**src/rtl/prefix_pkg.sv**
```systemverilog
// prefix_pkg: shared constants and result record for the add/sub slice.
// Op encoding, adder latency, data width and flag helpers live here.
package prefix_pkg;

  localparam int PREFIX_LAT = 5;
  localparam int PREFIX_DW  = 32;

  localparam logic ADDSUB_OP_ADD = 1'b0;
  localparam logic ADDSUB_OP_SUB = 1'b1;

  // Result record minus the tag; the tag is appended
  // at the low end because its width is a top parameter.
  typedef struct packed {
    logic [PREFIX_DW-1:0] y;
    logic                 cout;
    logic                 ovf;
    logic                 zero;
    logic                 neg;
  } res_core_t;

  localparam int RES_CORE_W = $bits(res_core_t);

  // Signed overflow: operands agree in sign, result does not.
  function automatic logic addsub_ovf(
    input logic a31,
    input logic b31,
    input logic y31
  );
    return (a31 == b31) && (y31 != a31);
  endfunction

  // Clamp target on overflow, chosen by the sign of A.
  function automatic logic [PREFIX_DW-1:0] sat_value(
    input logic a31
  );
    logic [PREFIX_DW-1:0] v;
    v = {1'b0, {(PREFIX_DW-1){1'b1}}};
    if (a31) v = {1'b1, {(PREFIX_DW-1){1'b0}}};
    return v;
  endfunction

  function automatic res_core_t make_core(
    input logic [PREFIX_DW-1:0] y,
    input logic                 cout,
    input logic                 ovf
  );
    res_core_t r;
    r.y    = y;
    r.cout = cout;
    r.ovf  = ovf;
    r.zero = (y == '0);
    r.neg  = y[PREFIX_DW-1];
    return r;
  endfunction

endpackage

```
**src/rtl/result_fifo.sv**
```systemverilog
// result_fifo: DEPTH x W synchronous FIFO with occupancy count.
// Head is read straight from storage; zero when empty.
module result_fifo #(
  parameter  int W     = 8,
  parameter  int DEPTH = 8,
  localparam int AW    = (DEPTH > 1) ? $clog2(DEPTH) : 1,
  localparam int CW    = $clog2(DEPTH + 1)
) (
  input  logic          clk,
  input  logic          rst_n,
  input  logic          push,
  input  logic [W-1:0]  din,
  input  logic          pop,
  output logic [W-1:0]  dout,
  output logic          valid,
  output logic [CW-1:0] count
);

  logic [W-1:0]  mem [DEPTH];
  logic [AW-1:0] wr_ptr;
  logic [AW-1:0] rd_ptr;
  logic          full;
  logic          do_push;
  logic          do_pop;

  function automatic logic [AW-1:0] nxt(
    input logic [AW-1:0] p
  );
    logic [AW-1:0] r;
    r = p + AW'(1);
    if (p == AW'(DEPTH - 1)) r = '0;
    return r;
  endfunction

  assign full    = (count == CW'(DEPTH));
  assign valid   = (count != '0);
  assign do_pop  = pop & valid;
  assign do_push = push & (~full | do_pop);
  assign dout    = valid ? mem[rd_ptr] : '0;

  // Pointers and occupancy; both ends wrap modulo DEPTH.
  always_ff @(posedge clk) begin
    if (!rst_n) begin
      wr_ptr <= '0;
      rd_ptr <= '0;
      count  <= '0;
    end else begin
      if (do_push) wr_ptr <= nxt(wr_ptr);
      if (do_pop)  rd_ptr <= nxt(rd_ptr);
      unique case ({do_push, do_pop})
        2'b10:   count <= count + CW'(1);
        2'b01:   count <= count - CW'(1);
        default: count <= count;
      endcase
    end
  end

  // Storage is data-only and needs no reset.
  always_ff @(posedge clk) begin
    if (do_push) mem[wr_ptr] <= din;
  end

  // Upstream credit must keep a push from ever meeting a full FIFO.
  always_ff @(posedge clk) begin
    if (rst_n) begin
      assert (!(push && full && !do_pop))
        else $error("result_fifo: push into full fifo");
    end
  end

endmodule

```
**src/rtl/prefix_addsub_issue.sv**
```systemverilog
// prefix_addsub_issue: issue/retire wrapper for the pipelined prefix adder.
// Define PREFIX_ADDSUB_SAT_EN to clamp overflowed results.
module prefix_addsub_issue
  import prefix_pkg::*;
#(
  parameter int LAT   = PREFIX_LAT,
  parameter int DEPTH = 8,
  parameter int TAG_W = 4
) (
  input  logic             clk,
  input  logic             rst_n,
  input  logic             in_valid,
  output logic             in_ready,
  input  logic             in_op,
  input  logic [31:0]      in_a,
  input  logic [31:0]      in_b,
  input  logic             in_cin,
  input  logic [TAG_W-1:0] in_tag,
  output logic [31:0]      add_a,
  output logic [31:0]      add_b,
  output logic             add_c0,
  input  logic [31:0]      add_y,
  input  logic             add_cout,
  output logic             out_valid,
  input  logic             out_ready,
  output logic [31:0]      out_y,
  output logic             out_cout,
  output logic             out_ovf,
  output logic             out_zero,
  output logic             out_neg,
  output logic [TAG_W-1:0] out_tag
);

  localparam int CW    = $clog2(DEPTH + 1);
  localparam int REC_W = RES_CORE_W + TAG_W;

  logic             is_sub;
  logic             acc;

  logic [LAT-1:0]   sb_vld;
  logic [LAT-1:0]   sb_a31;
  logic [LAT-1:0]   sb_b31;
  logic [TAG_W-1:0] sb_tag [LAT];

  logic [CW:0]      inflight;
  logic [CW-1:0]    fcount;
  logic             credit_ok;

  logic             ret_ovf;
  logic [31:0]      ret_y;
  res_core_t        ret_core;
  logic [REC_W-1:0] ret_rec;

  logic [REC_W-1:0] head_rec;
  res_core_t        head_core;
  logic             pop;

  // Operand formation: SUB is A + ~B + 1.
  assign is_sub = (in_op == ADDSUB_OP_SUB);
  assign add_a  = in_a;
  assign add_b  = in_b ^ {32{is_sub}};
  assign add_c0 = is_sub ? 1'b1 : in_cin;

  assign in_ready = rst_n & credit_ok;
  assign acc      = in_valid & in_ready;

  // Valid bits follow the adder; reset drops everything in flight.
  always_ff @(posedge clk) begin
    if (!rst_n) begin
      sb_vld <= '0;
    end else begin
      sb_vld <= {sb_vld[LAT-2:0], acc};
    end
  end

  // Sideband data rides beside the adder; validity gates its use.
  always_ff @(posedge clk) begin
    sb_a31    <= {sb_a31[LAT-2:0], add_a[31]};
    sb_b31    <= {sb_b31[LAT-2:0], add_b[31]};
    sb_tag[0] <= in_tag;
    for (int i = 1; i < LAT; i++) begin
      sb_tag[i] <= sb_tag[i-1];
    end
  end

  // Credit: every in-flight op already owns a FIFO slot;
  // a same-cycle pop is not counted to avoid a path from out_ready.
  always_comb begin
    inflight = '0;
    for (int i = 0; i < LAT; i++) begin
      inflight = inflight + {{CW{1'b0}}, sb_vld[i]};
    end
    credit_ok = (({1'b0, fcount} + inflight) < (CW + 1)'(DEPTH));
  end

  // Retire: flags from the aligned sideband and adder result.
  always_comb begin
    ret_ovf = addsub_ovf(sb_a31[LAT-1], sb_b31[LAT-1], add_y[31]);
    ret_y   = add_y;
`ifdef PREFIX_ADDSUB_SAT_EN
    if (ret_ovf) ret_y = sat_value(sb_a31[LAT-1]);
`endif
    ret_core = make_core(ret_y, add_cout, ret_ovf);
    ret_rec  = {ret_core, sb_tag[LAT-1]};
  end

  assign pop = out_valid & out_ready;

  result_fifo #(
    .W     (REC_W),
    .DEPTH (DEPTH)
  ) u_fifo (
    .clk   (clk),
    .rst_n (rst_n),
    .push  (sb_vld[LAT-1]),
    .din   (ret_rec),
    .pop   (pop),
    .dout  (head_rec),
    .valid (out_valid),
    .count (fcount)
  );

  assign head_core = res_core_t'(head_rec[REC_W-1:TAG_W]);
  assign out_y     = head_core.y;
  assign out_cout  = head_core.cout;
  assign out_ovf   = head_core.ovf;
  assign out_zero  = head_core.zero;
  assign out_neg   = head_core.neg;
  assign out_tag   = head_rec[TAG_W-1:0];

endmodule
```
**config.mk**
```make
export PLATFORM = sky130hd
export DESIGN_NAME = prefix_addsub_issue
export DESIGN_NICKNAME = d
export VERILOG_FILES = /design/src/rtl/prefix_pkg.sv /design/src/rtl/result_fifo.sv /design/src/rtl/prefix_addsub_issue.sv
export SDC_FILE = /design/constraint.sdc
export NUM_CORES = 1
export LEC_CHECK = 0
export CORE_MARGIN = 2
export CORE_UTILIZATION = 50
export DETAILED_ROUTE_END_ITERATION = 6
export GPL_TIMING_DRIVEN = 0
export HOLD_SLACK_MARGIN = 0.15
export PLACE_DENSITY_LB_ADDON = 0.08
export SYNTH_ARGS = -nofsm -noshare
export SYNTH_HDL_FRONTEND = slang
export SYNTH_SLANG_ARGS = --single-unit
```
**constraint.sdc**
```tcl
create_clock -name clk -period 7.5 [get_ports clk]
set_clock_uncertainty 0.2 [all_clocks]
set_input_delay 1.875 -clock clk [delete_from_list [all_inputs] [get_ports clk]]
set_output_delay 1.875 -clock clk [all_outputs]
set_load 0.01 [all_outputs]
```
==> results of run 1 <==
worst max path at each step:
stage | cells after the start | slack [ns] | end | start
floorplan | 4 | 0.84 | u_fifo.mem[0][0] | out_ready
global placement | 5 | -3.51 | u_fifo.mem[0][11] | out_ready
detailed placement | 4 | 1.90 | in_ready | rst_n
CTS | 4 | 1.89 | in_ready | rst_n
global route | 4 | 1.78 | in_ready | rst_n
finish | 4 | 1.91 | in_ready | rst_n
metal layers:
metal | global-route usage | part of all wire
met1 | 0.259 | 0.38
met2 | 0.386 | 0.54
met3 | 0.0433 | 0.062
met4 | 0.0523 | 0.016
met5 | 0 | 0.00042
worst max-delay path: stages:
cell,delay [ns]
sky130_fd_sc_hd__clkdlybuf4s50_1,0.60
sky130_fd_sc_hd__nand2b_1,0.12
sky130_fd_sc_hd__a211oi_1,0.32
sky130_fd_sc_hd__clkdlybuf4s50_1,0.60
through the flow:
| step | cell area, µm² | setup TNS [ns] | worst slack, ns | cells |
|---|---|---|---|---|
| after floorplan | 14000 | 0 | 0.843 | 708 |
| after detailed placement | 16700 | 0 | 1.90 | 1295 |
| after global routing | 18000 | 0 | 1.78 | 1382 |
| after CTS | 18000 | 0 | 1.89 | 1382 |
| after global placement | 16300 | -365.74 | -3.51 | 1267 |
| final | 18000 | 0 | 1.91 | 1382 |
synthesized netlist by cell type, types with 9 or more instances:
library cell                 n  area share
sky130_fd_sc_hd__ha_1       10      0.0089
sky130_fd_sc_hd__nor2_1     46       0.012
sky130_fd_sc_hd__nand2_1    11      0.0029
sky130_fd_sc_hd__mux4_2     72        0.12
sky130_fd_sc_hd__mux2i_1    44       0.031
sky130_fd_sc_hd__buf_2      17      0.0061
sky130_fd_sc_hd__dfxtp_1    48       0.068
sky130_fd_sc_hd__edfxtp_1  312        0.67
sky130_fd_sc_hd__nor4_1      9      0.0040
sky130_fd_sc_hd__clkbuf_1   12      0.0032
sky130_fd_sc_hd__buf_4      33       0.018
sky130_fd_sc_hd__xor2_1     33       0.021
logic make-up after synthesis:
kind of cell | share of synthesized area
flops | 0.736
mux | 0.158
xor+xnor | 0.0212
buf+inv | 0.0344
simple gates | 0.0322
compound gates | 0.00526
fa+ha+maj | 0.0132
layout make-up:
cell class              count  area [µm²]  area share
multi-input cells         273        3280       0.182
repair buffers            233        2380       0.132
clock buffers              43         948      0.0526
flip-flops and latches    360       10300       0.573
plain buffers              66         449      0.0249
inverters                   9        33.8     0.00187
well taps                 378         473      0.0262
clock inverters            20         153     0.00846
power breakdown:
part	switching, mW	internal, mW
Clock	0.713	0.972
Sequential	0.00572	2.19
Combinational	0.0978	0.137
sequential cells by signal (all words and copies together) (netlist names), named ones only:
| name | flops |
|---|---|
| u_fifo.mem | 312 |
| sb_tag | 20 |
| sb_a31 | 5 |
| sb_b31 | 5 |
| sb_vld | 5 |
| u_fifo.count | 4 |
| u_fifo.rd_ptr | 3 |
| u_fifo.wr_ptr | 3 |
repair_timing:
item | in CTS | in global routing
hold buffers | 24 | 0
hold endpoints to repair | 24 | 0
gates resized for setup | 0 | 0
==> Flow_metrics.wiki, run 1 <==
{| class="wikitable"
! Metric !! Value
|-
| Max-slew headroom || 0.357
|-
| Fraction of the cycle the final worst path needs || 0.746
|-
| Detailed placer's ending HPWL || approximately 21000 µm
|-
| Starting density of the core || 0.507
|-
| Setup repair after global routing missed its margin || false
|-
| Share of the core filled with cells in the final layout || 0.651
|-
| Total number of nets in the final design || about 1100
|-
| Startpoint kind of the worst setup timing path || input pin
|-
| Depth of the worst register-to-register path || 8
|-
| Min-Delay Startpoint || sb_vld[2]
|-
| CTS root buffer || sky130_fd_sc_hd__clkbuf_16
|-
| Crit path kind || input pin to primary output
|-
| CP Data Required Time || 5.43 ns
|-
| Number of global-route vias before repair || slightly below 8000
|-
| Core Region || 0.0277 mm²
|-
| Number of levels in the clock H-tree || 2
|-
| Highest clock frequency the design can meet || approximately 180 MHz
|-
| Clock Pin Slew Worst Setup and Hold Paths || 0.06 ns
|-
| Largest fanout on the critical path || 6
|-
| Netlist area before placement || roughly 0.014 mm²
|-
| Maximum ir drop on the vdd rail || ~0.00015 V
|-
| Average wire length per cell after detail routing || 22.2 µm
|-
| Largest net degree at the start of global routing || 22
|-
| Number of DRC markers after the initial detailed-route iteration || 604
|-
| Count of fill cells added during filler insertion || ~1900
|-
| Critical path endpoint category || primary output
|-
| IO Count || 214
|-
| Commonest cells after routing, fill and taps aside || sky130_fd_sc_hd__edfxtp_1 (312), sky130_fd_sc_hd__clkdlybuf4s50_1 (181), sky130_fd_sc_hd__mux4_2 (72)
|-
| Antenna violations before repair || 1
|-
| Flip-flop cell with the highest count after synthesis || sky130_fd_sc_hd__edfxtp_1
|-
| Sequential share of the synthesized area || 0.736
|-
| Number of nets with antenna violations after routing || 0
|-
| TritonCTS clock tree || yes
|-
| Pleak || 5.98 nW
|-
| Arrival time reported for the critical path endpoint || 3.52 ns
|-
| Register bit total from synthesis || 360
|-
| Gate count of the mapped netlist || ~710
|-
| Final setup violation count || 0
|-
| Worst hold stages || 1
|-
| Vias per inst || ~5.3
|-
| Post-synth EDFFs || 312
|-
| Hold endpoint || sb_vld[3]
|-
| Final Total Pwr || 4.11 mW
|-
| Global placement routability congestion || a little over 0.8
|-
| Mean Syn Cell Area || 19.8 µm²
|-
| Clk_lat worst skew || 0.51 ns
|-
| Proportion of synthesized flip-flops having asynchronous set or reset || 0
|-
| Sinks on the clock net || between 300 and 400
|-
| DR vias || 7369
|-
| Number of hold violations in the final report || 0
|-
| Power per cell area || 228 mW/mm²
|-
| Synthesis-to-layout area growth || 28.5%
|-
| Worst r2r src || u_fifo.count[1]
|-
| IO buf count || 181
|-
| Total track usage || 0.212
|-
| Worst Hold Margin || 0.263 ns
|-
| Die Footprint || 0.0294 mm²
|-
| Post-CTS setup buffers || 0
|-
| Worst Tran Pin Value || 0.964 ns
|-
| CTS Buf Count || 36
|-
| Drt first pass iters || 4
|-
| Share of layout cells above drive strength 1 || 0.213
|-
| Total nets after synthesis || 828
|-
| Number of different library cells in the post-synthesis netlist || 36
|-
| Path class of the lowest-slack min-delay path || flop to flop
|-
| Maximum capacitance violations || 0
|-
| Outcome || finished, final reports clean
|-
| DIE HEIGHT || ~170 µm
|-
| # rows || 61
|-
| Total wire length after detailed routing || 30700 µm
|-
| Total congestion overflow after global routing || 0
|-
| X dimension of the die || 172 µm
|-
| Clock Tree Buf Depth || 3
|-
| Fin. max-slew vios || 0
|-
| Minimum period implied by the final worst setup slack || 5.59 ns
|-
| Count of antenna diodes in the layout || 0
|-
| Register-to-register setup slack || 4.57 ns
|-
| Most common library cell in the layout ignoring fill and taps || sky130_fd_sc_hd__edfxtp_1
|-
| DRC violation count after routing || 0
|-
| Crit Reg-Reg Endpoint || u_fifo.mem[1][12]
|-
| First-pass GRT wire length || about 46000 µm
|-
| Yosys warnings || 0
|}
No activity file was read; power rests on OpenSTA's default activity.
==> run 2: changes to the inputs <==
==> constraint.sdc (replaced) <==
create_clock -name clk -period 5.4 [get_ports clk]
set_clock_uncertainty 0.2 [all_clocks]
set_input_delay 1.35 -clock clk [delete_from_list [all_inputs] [get_ports clk]]
set_output_delay 1.35 -clock clk [all_outputs]
set_load 0.01 [all_outputs]
==> run 2 against run 1 <==
  * Routed wire length is 1.2% higher
  * First-iteration DRC count is 2.3% lower
  * Critical path depth is 5 higher
  * Clock-buffer cell count is 8 higher
  * Hold slack worse by 0.094 ns
  * Non-clock buffer count is 1 lower
  * Die area stayed put
==> Flow_metrics.wiki, run 2 (synthesis results as in run 1) <==
{| class="wikitable"
! Metric !! Value
|-
| Outcome || finished, final reports clean
|-
| Hold endpoint || sb_tag[0][18]
|-
| Top reg by flops || u_fifo.mem
|-
| Path class of the lowest-slack min-delay path || flop to flop
|-
| Vias per inst || 5.41 (+1.5%)
|-
| Highest clock frequency the design can meet || approximately 210 MHz
|-
| Count of fill cells added during filler insertion || 1903 (unchanged)
|-
| Number of levels in the clock H-tree || 2 (unchanged)
|-
| TritonCTS clock tree || yes
|-
| Biggest registers after layout || u_fifo.mem: 312 flops, sb_tag: 20 flops
|-
| Core Region || 0.0277 mm² (unchanged)
|-
| Worst Hold Margin || 0.169 ns (-0.0944 ns)
|-
| Critical-path top delay cell || sky130_fd_sc_hd__clkdlybuf4s50_1
|-
| Max-slew headroom || 0.334 (-0.0238)
|-
| DRC violation count after routing || 0 (unchanged)
|-
| Post-CTS setup buffers || 0 (unchanged)
|-
| Combined buffer and inverter count along the critical path || 3 (+1)
|-
| Cell family with most CP delay || adder cells
|-
| IO Count || 214 (unchanged)
|-
| Final setup violation count || 0 (unchanged)
|-
| Post-cts gate resize count || 0 (unchanged)
|-
| CP Data Required Time || 3.85 ns (-1.58 ns)
|-
| Multi-input gate area in the final layout || 0.00329 mm² (+0.27%)
|-
| Arrival time reported for the critical path endpoint || 3.14 ns (-0.38 ns)
|-
| Most common library cell in the layout ignoring fill and taps || sky130_fd_sc_hd__edfxtp_1
|-
| Number of global-route vias before repair || 8066 (+1.7%)
|-
| Drt first pass iters || 6 (+2)
|-
| Power per cell area || 321 mW/mm² (+41%)
|-
| Starting density of the core || 0.507 (unchanged)
|-
| Register-to-register setup slack || 2.52 ns (-2.05 ns)
|-
| Detailed placer's ending HPWL || 20600 µm (-0.79%)
|-
| Startpoint kind of the worst setup timing path || flop
|-
| IO buf count || 181 (unchanged)
|-
| Worst hold stages || 0 (-1)
|-
| Largest fanout on the critical path || 2 (-4)
|-
| DIE HEIGHT || 172 µm (unchanged)
|-
| CTS root buffer || sky130_fd_sc_hd__clkbuf_16
|-
| Fin. max-slew vios || 0 (unchanged)
|-
| Antenna violations before repair || 0 (-1)
|-
| List of cells traversed by the critical path || fa_1, inv_1, fa_1, inv_1, ha_1, nand2_1, o21bai_1, a211oi_1, clkdlybuf4s50_1
|-
| X dimension of the die || 172 µm (unchanged)
|-
| Number of hold violations in the final report || 0 (unchanged)
|-
| Number of DRC markers after the initial detailed-route iteration || 590 (-2.3%)
|-
| First-pass GRT wire length || 46800 µm (+2.2%)
|-
| Maximum ir drop on the vdd rail || 0.000221 V (+48%)
|-
| Fraction of the cycle the final worst path needs || 0.869
|-
| Clk_lat worst skew || 0.50 ns (about the same)
|-
| Share of layout cells above drive strength 1 || 0.217 (+0.00411)
|-
| Clock Pin Slew Worst Setup and Hold Paths || 0.06 ns (about the same)
|-
| Pleak || 6.04 nW (+0.98%)
|-
| Worst r2r src || u_fifo.count[1]
|-
| Setup repair after global routing missed its margin || false
|-
| Critical path endpoint category || primary output
|-
| CTS Buf Count || 37 (+2.8%)
|-
| Minimum period implied by the final worst setup slack || 4.69 ns
|-
| Maximum capacitance violations || 0 (unchanged)
|-
| # rows || 61 (unchanged)
|-
| Sinks on the clock net || 360 (unchanged)
|-
| Min-Delay Startpoint || sb_tag[0][14]
|-
| Total congestion overflow after global routing || 0 (unchanged)
|-
| Total wire length after detailed routing || 31100 µm (+1.2%)
|-
| Depth of the worst register-to-register path || 8 (unchanged)
|-
| Crit Reg-Reg Endpoint || u_fifo.count[3]
|-
| Final Total Pwr || 5.83 mW (+42%)
|-
| Delay of the slowest critical-path stage || 0.61 ns (about the same)
|-
| Max reg flops || 312 (unchanged)
|-
| Synthesis-to-layout area growth || 29.6%
|-
| Crit path kind || flop to primary output
|-
| Average wire length per cell after detail routing || 22.4 µm (+0.73%)
|-
| Global placement routability congestion || 0.824 (-0.74%)
|-
| Total number of nets in the final design || 1099 (unchanged)
|-
| Commonest cells after routing, fill and taps aside || sky130_fd_sc_hd__edfxtp_1 (312), sky130_fd_sc_hd__clkdlybuf4s50_1 (181), sky130_fd_sc_hd__mux4_2 (72)
|-
| Total track usage || 0.218 (+0.00634)
|-
| Largest net degree at the start of global routing || 25 (+14%)
|-
| Worst Tran Pin Value || 0.994 ns (+0.0302 ns)
|-
| Storage element area || 0.0103 mm² (unchanged)
|-
| Die Footprint || 0.0294 mm² (unchanged)
|-
| Number of nets with antenna violations after routing || 0 (unchanged)
|-
| DR vias || 7509 (+1.9%)
|-
| Clock Tree Buf Depth || 3 (unchanged)
|}
run 2: cell types whose count changed in the layout (fill, tap and decap cells not counted), moves of 3 or more:
cell                       previous run  this run
sky130_fd_sc_hd__buf_6               18        21
sky130_fd_sc_hd__clkbuf_1            18        21
sky130_fd_sc_hd__clkinv_1             8         5
sky130_fd_sc_hd__buf_16               0         3
sky130_fd_sc_hd__buf_4               39        33
sky130_fd_sc_hd__clkbuf_8             0         3
run 2: repair_timing:
action / in CTS / in global routing
hold buffers: 23 / 0
endpoints found under the hold margin: 23 / 0
setup endpoints to repair: 0 / 0
run 2: how the worst max path moves through the flow:
stage	start	end	slack [ns]	cells after the start
after floorplan	out_ready	u_fifo.mem[1][0]	0.11	5
after global placement	out_ready	u_fifo.mem[1][17]	-3.37	6
after detailed placement	rst_n	in_ready	0.82	4
after CTS	sb_vld[0]	in_ready	0.68	9
after global routing	sb_vld[0]	in_ready	0.51	9
final	sb_vld[0]	in_ready	0.71	9
run 2: power by group:
part	internal [mW]	switching, mW	total, mW
sequential	3.04	0.00791	3.04
combinational	0.190	0.135	0.326
clock	1.46	1.00	2.47
total	4.69	1.15	5.83
run 2: through the flow:
step           instances  setup TNS, ns  setup slack, ns   util  cell area (µm²)
3_5_place_dp        1295              0            0.824  0.605            16800
6_report            1388              0            0.706  0.657            18200
5_1_grt             1386              0            0.514  0.657            18200
3_3_place_gp        1267        -725.25            -3.37  0.589            16300
2_1_floorplan        708              0            0.110      -            14000
4_1_cts             1386              0            0.675  0.657            18200
run 2: cell type report:
class / count / share of cell area
sequential: 360 / 0.568
multi-input combinational: 273 / 0.181
timing repair buffer: 232 / 0.134
clock buffer: 51 / 0.0578
tap: 378 / 0.0260
buffer: 66 / 0.0247
clock inverter: 17 / 0.00756
inverter: 9 / 0.00186
antenna: 2 / 0.000275
run 2: metal layers:
| layer | part of all wire | GRT usage | vias up | wire (µm) |
|---|---|---|---|---|
| li1 | - | - | 3307 | - |
| met1 | 0.41 | 0.283 | 3861 | 12600 |
| met2 | 0.51 | 0.379 | 299 | 16000 |
| met3 | 0.064 | 0.0453 | 42 | 2000 |
| met4 | 0.016 | 0.0553 | 0 | 495 |
| met5 | 0 | 0 | - | 0 |
==> RTL change, RTL diff (settings of run 1) <==
The option `PREFIX_ADDSUB_SAT_EN` is turned on by a define.
--- a/src/rtl/prefix_addsub_issue.sv
+++ b/src/rtl/prefix_addsub_issue.sv
@@ -1,5 +1,7 @@
 // prefix_addsub_issue: issue/retire wrapper for the pipelined prefix adder.
 // Define PREFIX_ADDSUB_SAT_EN to clamp overflowed results.
+`define PREFIX_ADDSUB_SAT_EN
+
 module prefix_addsub_issue
   import prefix_pkg::*;
 #(
Function: changed (Yosys sat finds a counterexample within 10 cycles, from zero or initial values and one cycle with rst_n low).
==> RTL change against run 1 <==
  * Power rose by 4.7%
  * Final cell count up 2.9%
  * Routed wire length is 5.5% higher
  * Sequential cell count unchanged
  * Sequential share of layout area decreased by 1.1 points
  * Synthesized area increased by 1.8%
  * Final area rose by 2.0%
  * First-iteration DRC count down 11%
  * Worst setup slack worse by 0.059 ns
  * Clock power is 8% higher
  * Die area is 1.8% higher
  * Critical endpoint unchanged
==> RTL change: results <==
[outcome]
outcome = "complete, no violations"

[timing]
holdWs_ns = 0.146
worstMarginPinSlew_ns = 1.01

[synth]
seq_area_frac_synth_pct = 72.2
ys_types = 40
yosys-top-cells-area = "edfxtp_1 66%, mux4_2 12%, dfxtp_1 6.7%, mux2i_1 3.1%, xor2_1 2.0%"
syn_inst = 748
synth_commonest_cells = "312 x edfxtp_1, 77 x mux4_2, 48 x dfxtp_1"
syn_nets = 868

[die]
fp.coreArea_um2 = 27900

[worst_setup_path]
r2r_slack_ns = 4.25
timing.rr.start = "u_fifo.count[0]$_SDFFE_PN0P_"
reg2reg_depth = 10
r2r_end = "u_fifo.count[3]$_SDFFE_PN0P_"
critPathArrivalTime_ns = 3.58
cpPeakStageDelay_ns = 0.63

[clock_tree]
ctsHoldBuffers = 22

[power]
vdd_ir_drop_max_mv = 0.136
pwr-share-clk_pct = 42.0
switching_power_uw = 854
leakage_uw = 0.00626

[layout]
buffer_area_share_pct = 15.5
nMultiInputCombCells = 306
nClkBuffers = 45
final_area_um2 = 18400
fin_nets = 1137
clkCellAreaFrac_pct = 6.54
seq_share_pct = 56.1

[hold_path]
hold_end = "sb_tag[0][16]$_DFF_P_"
min_path_cells = 0
hp-start = "sb_tag[0][12]$_DFF_P_"

[place]
preCtsSetupSlack_ns = 1.82
place_hpwl_um = 21800
globalplace.congestion = 0.823

[drt]
initialDrtViolationCount = 540
wl_met3_um = 1920
wl_met2_um = 16900
top_layer = "met4"
vias = 7803
drt-met1-wl_um = 12900

[global_route]
grt_usage_pct = 21.7
grt_max_degree = 24
grt_pass1_wl_um = 48900
==> RTL change: cell types whose count changed in the layout (fill, tap and decap cells not counted), moves of 2 or more <==
| cell | delta |
|---|---|
| clkbuf_8 | +3 |
| clkinv_2 | -2 |
| mux4_1 | -5 |
| bufinv_16 | +2 |
| dlygate4sd3_1 | -2 |
| mux4_2 | +5 |
| clkbuf_1 | +3 |
| a21o_1 | +31 |
| buf_6 | -2 |
| clkinvlp_4 | -2 |
==> RTL change: layer usage <==
layer / vias to the layer above / GRT usage, %
met2: 302 / 38.9
met3: 54 / 4.00
met4: 0 / 6.07
met1: 4006 / 27.2
met5: - / 0
li1: 3441 / -
==> RTL change: kinds of logic (layout without fill, tap and decap cells) <==
family          count (synthesis)  in the layout  share of synthesized area, %
compound gates                 41             41                          2.11
xor+xnor                       34             34                          2.08
fa+ha+maj                      14             14                          1.37
buf+inv                        82            377                          3.59
flops                         360            360                          72.2
mux                           122            122                          15.4
other cells                     0              1                             0
simple gates                   95             95                          3.21
